--- src/rtl/mult_hub_arbiter.sv ---
// rtl/mult_hub_arbiter.sv - round-robin shared HUB FP multiplier with registered operand and result stages
// Carries the winning requester ID alongside each product so results can be routed back.

module multHUB #(
  parameter int M = 23,
  parameter int E = 8
) (
  input  logic [E+M:0] x_i,
  input  logic [E+M:0] y_i,
  output logic [E+M:0] z_o
);
  localparam logic signed [E+2:0] BIAS_W = (E+3)'((1 << (E-1)) - 1);

  logic                  sign;
  logic [E-1:0]          ex;
  logic [E-1:0]          ey;
  logic [M+1:0]          sx;
  logic [M+1:0]          sy;
  logic [2*M+3:0]        prod;
  logic                  norm;
  logic [M-1:0]          mant;
  logic signed [E+2:0]   e_sum;
  logic                  unused_prod_bits;

  // HUB significands carry an implicit trailing one; truncating the product is round-to-nearest.
  always_comb begin
    sign  = x_i[E+M] ^ y_i[E+M];
    ex    = x_i[E+M-1:M];
    ey    = y_i[E+M-1:M];
    sx    = {1'b1, x_i[M-1:0], 1'b1};
    sy    = {1'b1, y_i[M-1:0], 1'b1};
    prod  = {{(M+2){1'b0}}, sx} * {{(M+2){1'b0}}, sy};
    norm  = prod[2*M+3];
    mant  = norm ? prod[2*M+2 -: M] : prod[2*M+1 -: M];
    e_sum = $signed({3'b000, ex}) + $signed({3'b000, ey})
          + $signed({{(E+2){1'b0}}, norm}) - BIAS_W;
    z_o   = {sign, e_sum[E-1:0], mant};
    if ((&ex) || (&ey)) begin
      z_o = {sign, {E{1'b1}}, {M{1'b0}}};
    end else if ((ex == '0) || (ey == '0)) begin
      z_o = {sign, {(E+M){1'b0}}};
    end else if (e_sum[E+2] || (e_sum == '0)) begin
      z_o = {sign, {(E+M){1'b0}}};
    end else if (e_sum[E+1:0] >= {2'b00, {E{1'b1}}}) begin
      z_o = {sign, {E{1'b1}}, {M{1'b0}}};
    end
  end

  assign unused_prod_bits = ^prod[M+1:0];
endmodule

module mult_hub_arbiter #(
  parameter int M = 23,
  parameter int E = 8,
  parameter int N = 4,
  localparam int IDW = $clog2(N),
  localparam int W = E + M + 1
) (
  input  logic           clk_i,
  input  logic           rst_n_i,
  input  logic [N-1:0]   req_valid_i,
  output logic [N-1:0]   req_ready_o,
  input  logic [N*W-1:0] req_x_i,
  input  logic [N*W-1:0] req_y_i,
  output logic           out_valid_o,
  input  logic           out_ready_i,
  output logic [W-1:0]   out_z_o,
  output logic [IDW-1:0] out_id_o,
  output logic           out_special_o,
  output logic           busy_o
);
  localparam logic [IDW:0]   N_W     = (IDW+1)'(N);
  localparam logic [IDW-1:0] LAST_ID = IDW'(N - 1);

  logic           a_vld_q, a_vld_d;
  logic [W-1:0]   a_x_q, a_x_d;
  logic [W-1:0]   a_y_q, a_y_d;
  logic [IDW-1:0] a_id_q, a_id_d;
  logic           b_vld_q, b_vld_d;
  logic [W-1:0]   z_q, z_d;
  logic [IDW-1:0] id_q, id_d;
  logic           special_q, special_d;
  logic [IDW-1:0] rr_q, rr_d;

  logic           a_adv;
  logic           b_adv;
  logic           found;
  logic           grant;
  logic [IDW-1:0] winner;
  logic [IDW:0]   cand;
  logic [W-1:0]   prod_z;

  multHUB #(.M(M), .E(E)) u_mult (
    .x_i (a_x_q),
    .y_i (a_y_q),
    .z_o (prod_z)
  );

  always_comb begin
    b_adv  = !b_vld_q || out_ready_i;
    a_adv  = !a_vld_q || b_adv;
    found  = 1'b0;
    winner = '0;
    cand   = '0;
    // Search starts at the pointer and wraps modulo N.
    for (int k = 0; k < N; k++) begin
      cand = {1'b0, rr_q} + (IDW+1)'(k);
      if (cand >= N_W) begin
        cand = cand - N_W;
      end
      if (!found && req_valid_i[cand[IDW-1:0]]) begin
        found  = 1'b1;
        winner = cand[IDW-1:0];
      end
    end
    grant       = a_adv && found && rst_n_i;
    req_ready_o = '0;
    if (grant) begin
      req_ready_o[winner] = 1'b1;
    end
  end

  always_comb begin
    a_vld_d   = a_vld_q;
    a_x_d     = a_x_q;
    a_y_d     = a_y_q;
    a_id_d    = a_id_q;
    b_vld_d   = b_vld_q;
    z_d       = z_q;
    id_d      = id_q;
    special_d = special_q;
    rr_d      = rr_q;
    if (b_adv) begin
      b_vld_d = a_vld_q;
      if (a_vld_q) begin
        z_d       = prod_z;
        id_d      = a_id_q;
        special_d = (&prod_z[E+M-1:M]) | ~(|prod_z[E+M-1:M]);
      end
    end
    if (a_adv) begin
      a_vld_d = grant;
      if (grant) begin
        a_x_d  = req_x_i[winner*W +: W];
        a_y_d  = req_y_i[winner*W +: W];
        a_id_d = winner;
        rr_d   = (winner == LAST_ID) ? '0 : winner + 1'b1;
      end
    end
  end

  always_ff @(posedge clk_i or negedge rst_n_i) begin
    if (!rst_n_i) begin
      a_vld_q   <= 1'b0;
      a_x_q     <= '0;
      a_y_q     <= '0;
      a_id_q    <= '0;
      b_vld_q   <= 1'b0;
      z_q       <= '0;
      id_q      <= '0;
      special_q <= 1'b0;
      rr_q      <= '0;
    end else begin
      a_vld_q   <= a_vld_d;
      a_x_q     <= a_x_d;
      a_y_q     <= a_y_d;
      a_id_q    <= a_id_d;
      b_vld_q   <= b_vld_d;
      z_q       <= z_d;
      id_q      <= id_d;
      special_q <= special_d;
      rr_q      <= rr_d;
    end
  end

  assign out_valid_o   = b_vld_q;
  assign out_z_o       = z_q;
  assign out_id_o      = id_q;
  assign out_special_o = special_q;
  assign busy_o        = a_vld_q | b_vld_q;
endmodule
--- config.mk ---
export PLATFORM = sky130hd
export DESIGN_NAME = mult_hub_arbiter
export DESIGN_NICKNAME = d
export VERILOG_FILES = /design/src/rtl/mult_hub_arbiter.sv
export SDC_FILE = /design/constraint.sdc
export NUM_CORES = 2
export LEC_CHECK = 0
export BUFFER_PORTS_ARGS = -buffer_cell sky130_fd_sc_hd__buf_2
export CAP_MARGIN = 5
export CORE_ASPECT_RATIO = 0.7
export CORE_MARGIN = 2
export CORE_UTILIZATION = 30
export CTS_CLUSTER_DIAMETER = 200
export CTS_CLUSTER_SIZE = 16
export DETAILED_ROUTE_END_ITERATION = 6
export GPL_TIMING_DRIVEN = 0
export PLACE_DENSITY = 0.46
export REMOVE_ABC_BUFFERS = 1
export SLEW_MARGIN = 20
export SYNTH_ARGS = -nofsm -noshare
export SYNTH_HDL_FRONTEND = slang
export SYNTH_SLANG_ARGS = --single-unit
--- constraint.sdc ---
create_clock -name clk_i -period 25.8 [get_ports clk_i]
set_input_delay 2.58 -clock clk_i [delete_from_list [all_inputs] [get_ports clk_i]]
set_output_delay 2.58 -clock clk_i [all_outputs]
set_load 0.03 [all_outputs]
==> impl_metrics.ini <==
[status]
outcome = finished clean

[grt]
antenna_found_initial = 2
grt_overflow = 0
grt_max_degree = 94
grt_use_total_pct = 18.50
grt_pass1_wl_mm = 128.0
grt_pass1_vias = 21755

[layout]
fin_util_pct = 33.97
final_cells = 4513
multiInputGateArea_mm2 = 0.02064
final_nets = 4341
area_delta_synth_final_pct = 11.74
nFillCells = 9181
drive_above_1_share_pct = 12.14
regArea_mm2 = 0.002675

[worst_hold_path]
worstHoldPathCells = 2
hp-class = reg2reg

[worst_setup_path]
cp-end-kind = flop
path_depth = 33
cp.required_ns = 26.13
cp.arrival_ns = 12.38
critPathTopFamily = adder cells
crit_buf_inv = 7
cp_max_fo = 22
cp_common_cell = fa_1
start_kind = flop
slowest_stage = dfrtp_1
ff2ff_path_depth = 33
critPathMaxStageDelay_ns = 1.11
criticalPathCategory = reg2reg

[logic_synthesis]
syn_area_mm2 = 0.02633
synth_edf_count = 0
seq_area_frac_synth_pct = 9.981
yosys.area.top_type = fa_1
synth.avg_cell_area_um2 = 8.245
synthTopCellsByArea = fa_1 (40%), nand2_1 (11%), dfrtp_1 (10%)
synth_seq_cells = 105
yosysMostFrequentCell = nand2_1
syn_inst = 3193
netlist.area_leader.share_pct = 39.85
ys_async_sr_fraction_pct = 100.0
synth_ff_type = dfrtp_1
ys_top_cells_by_count = nand2_1 (742), inv_1 (643), fa_1 (524)
ys_types = 82
ys_warn_count = 0

[sta]
hold_ws_ns = 0.4785
period_minus_slack_ns = 12.04
fin_tns_setup_ns = 0
tightest_slew_ns = 1.210
finalSetupViolCount = 0
maxSlewViolCount = 0
hold_viol = 0
fin_skew_ns = 0.01487
grt_setup_unrepaired = false
period_share_pct = 46.68
maxSlewHeadroom_pct = 19.34
max_freq_mhz = 83.02

[route]
vias_per_cell = 4.601
postRouteAntennaNets = 0
drt-total-wl_mm = 80.38
drc = 0
first_pass_iters = 5
drt_iter0_drc = 1231
post_drt_wl_per_cell_um = 17.81
vias = 20763

[floorplan]
die_y_um = 251.9
die_w_um = 358.1
die_area_mm2 = 0.09018
initial_core_util_pct = 30.40
ios = 304
rows = 90
core_mm2 = 0.08660

[clock_tree]
holdBufCountCts = 0
cts_tree = done
cts_buffers = 9
clk_pin_slew_ns = 0.08
clock_path_buffers = 2
htreeDepth = 3
cts_resized = 0
clock_sinks = 105
insertion_delay_ns = 0.41
post_cts_buffers = 0
root_buffer = clkbuf_16

[place]
place_congestion = 0.8276
place_inst = 4496
port_buffers = 303
dp_hpwl_mm = 61.32

[job]
drv_cap = 0
-- final timing paths --
check / end / startpoint / slack, ns
max: out_z_o[16]$_DFFE_PN0P_ / a_x_q[5]$_DFFE_PN0P_ / 13.76
min: out_id_o[0]$_DFFE_PN0P_ / out_id_o[0]$_DFFE_PN0P_ / 0.48
max reg2reg: out_z_o[16]$_DFFE_PN0P_ / a_x_q[5]$_DFFE_PN0P_ / 13.76
min reg2reg: out_id_o[0]$_DFFE_PN0P_ / out_id_o[0]$_DFFE_PN0P_ / 0.48
max in group asynchronous: a_y_q[5]$_DFFE_PN0P_ / rst_n_i / 22.97
min in group asynchronous: a_y_q[27]$_DFFE_PN0P_ / rst_n_i / 2.08
-- worst reg2reg max path, delay by kind of cell, from the launching register on --
family / cells / cell delay [ns]
buffers and inverters: 7 / 1.31
DFF: 1 / 1.11
AOI/OAI and AO/OA: 10 / 3.09
and+or+nand+nor: 6 / 2.28
adders and majority gates: 10 / 4.20
-- state kept, by name (all words and copies together) (netlist names) --
| register | cells |
|---|---|
| a_x_q | 32 |
| a_y_q | 32 |
| out_z_o | 32 |
| a_id_q | 2 |
| out_id_o | 2 |
| rr_q | 2 |
| a_vld_q | 1 |
| out_special_o | 1 |
| out_valid_o | 1 |
-- per-layer routing --
metal | vias up | track usage (%) | wire [µm]
met2 | 408 | 28.85 | 35780
met5 | - | 0 | 0
met1 | 10370 | 27.36 | 39270
met4 | 0 | 3.299 | 1120
li1 | 9933 | - | -
met3 | 52 | 2.684 | 4213
-- cell type report --
class	instances	share of cell area [%]
Antenna cell	1	0.008507
Clock buffer	11	0.7911
Clock inverter	5	0.2212
Inverter	648	8.285
Multi-Input combinational cell	2270	70.16
Sequential cell	105	9.094
Tap cell	1150	4.891
Timing Repair Buffer	323	6.550
-- per-stage QoR --
| stage | instance area [µm²] | setup WS (ns) |
|---|---|---|
| after global routing | 29410 | 13.07 |
| after floorplan | 25650 | 13.02 |
| after CTS | 29410 | 13.75 |
| after global placement | 28610 | 8.044 |
| final | 29420 | 13.76 |
| after detailed placement | 29110 | 13.77 |
-- cell usage in the layout (no fill, tap or decap), types with 5 or more instances in the layout --
master	Yosys	layout
dfrtp_1	105	67
xor2_1	13	13
buf_12	0	7
o211ai_1	7	7
a221o_1	5	5
o21a_1	5	5
nand2_1	742	741
and2_1	205	205
nand2b_1	7	6
nand4_1	12	12
buf_2	13	302
a21oi_1	50	50
clkbuf_16	0	9
a21o_1	15	15
and3_1	9	9
dfrtp_2	0	38
fa_1	524	524
inv_1	643	642
ha_1	197	197
xnor2_1	19	19
a211oi_1	7	7
nor4_1	6	6
o21ai_1	6	6
nand3_1	93	93
buf_6	2	6
nor2_1	79	79
buf_16	0	7
o21ai_0	161	161
nor3_1	17	16
-- kinds of logic after synthesis --
family / share of synthesized area [%]
AND/OR/NAND/NOR: 20.58
buffers and inverters: 11.81
adder cells (fa/ha/maj): 49.21
AO/OA/AOI/OAI: 7.091
flip-flops: 9.981
XOR/XNOR: 1.212
multiplexers: 0.1188
Power is not shown: default switching activity piles up to over one toggle a cycle in this logic, so the estimate is an artifact.
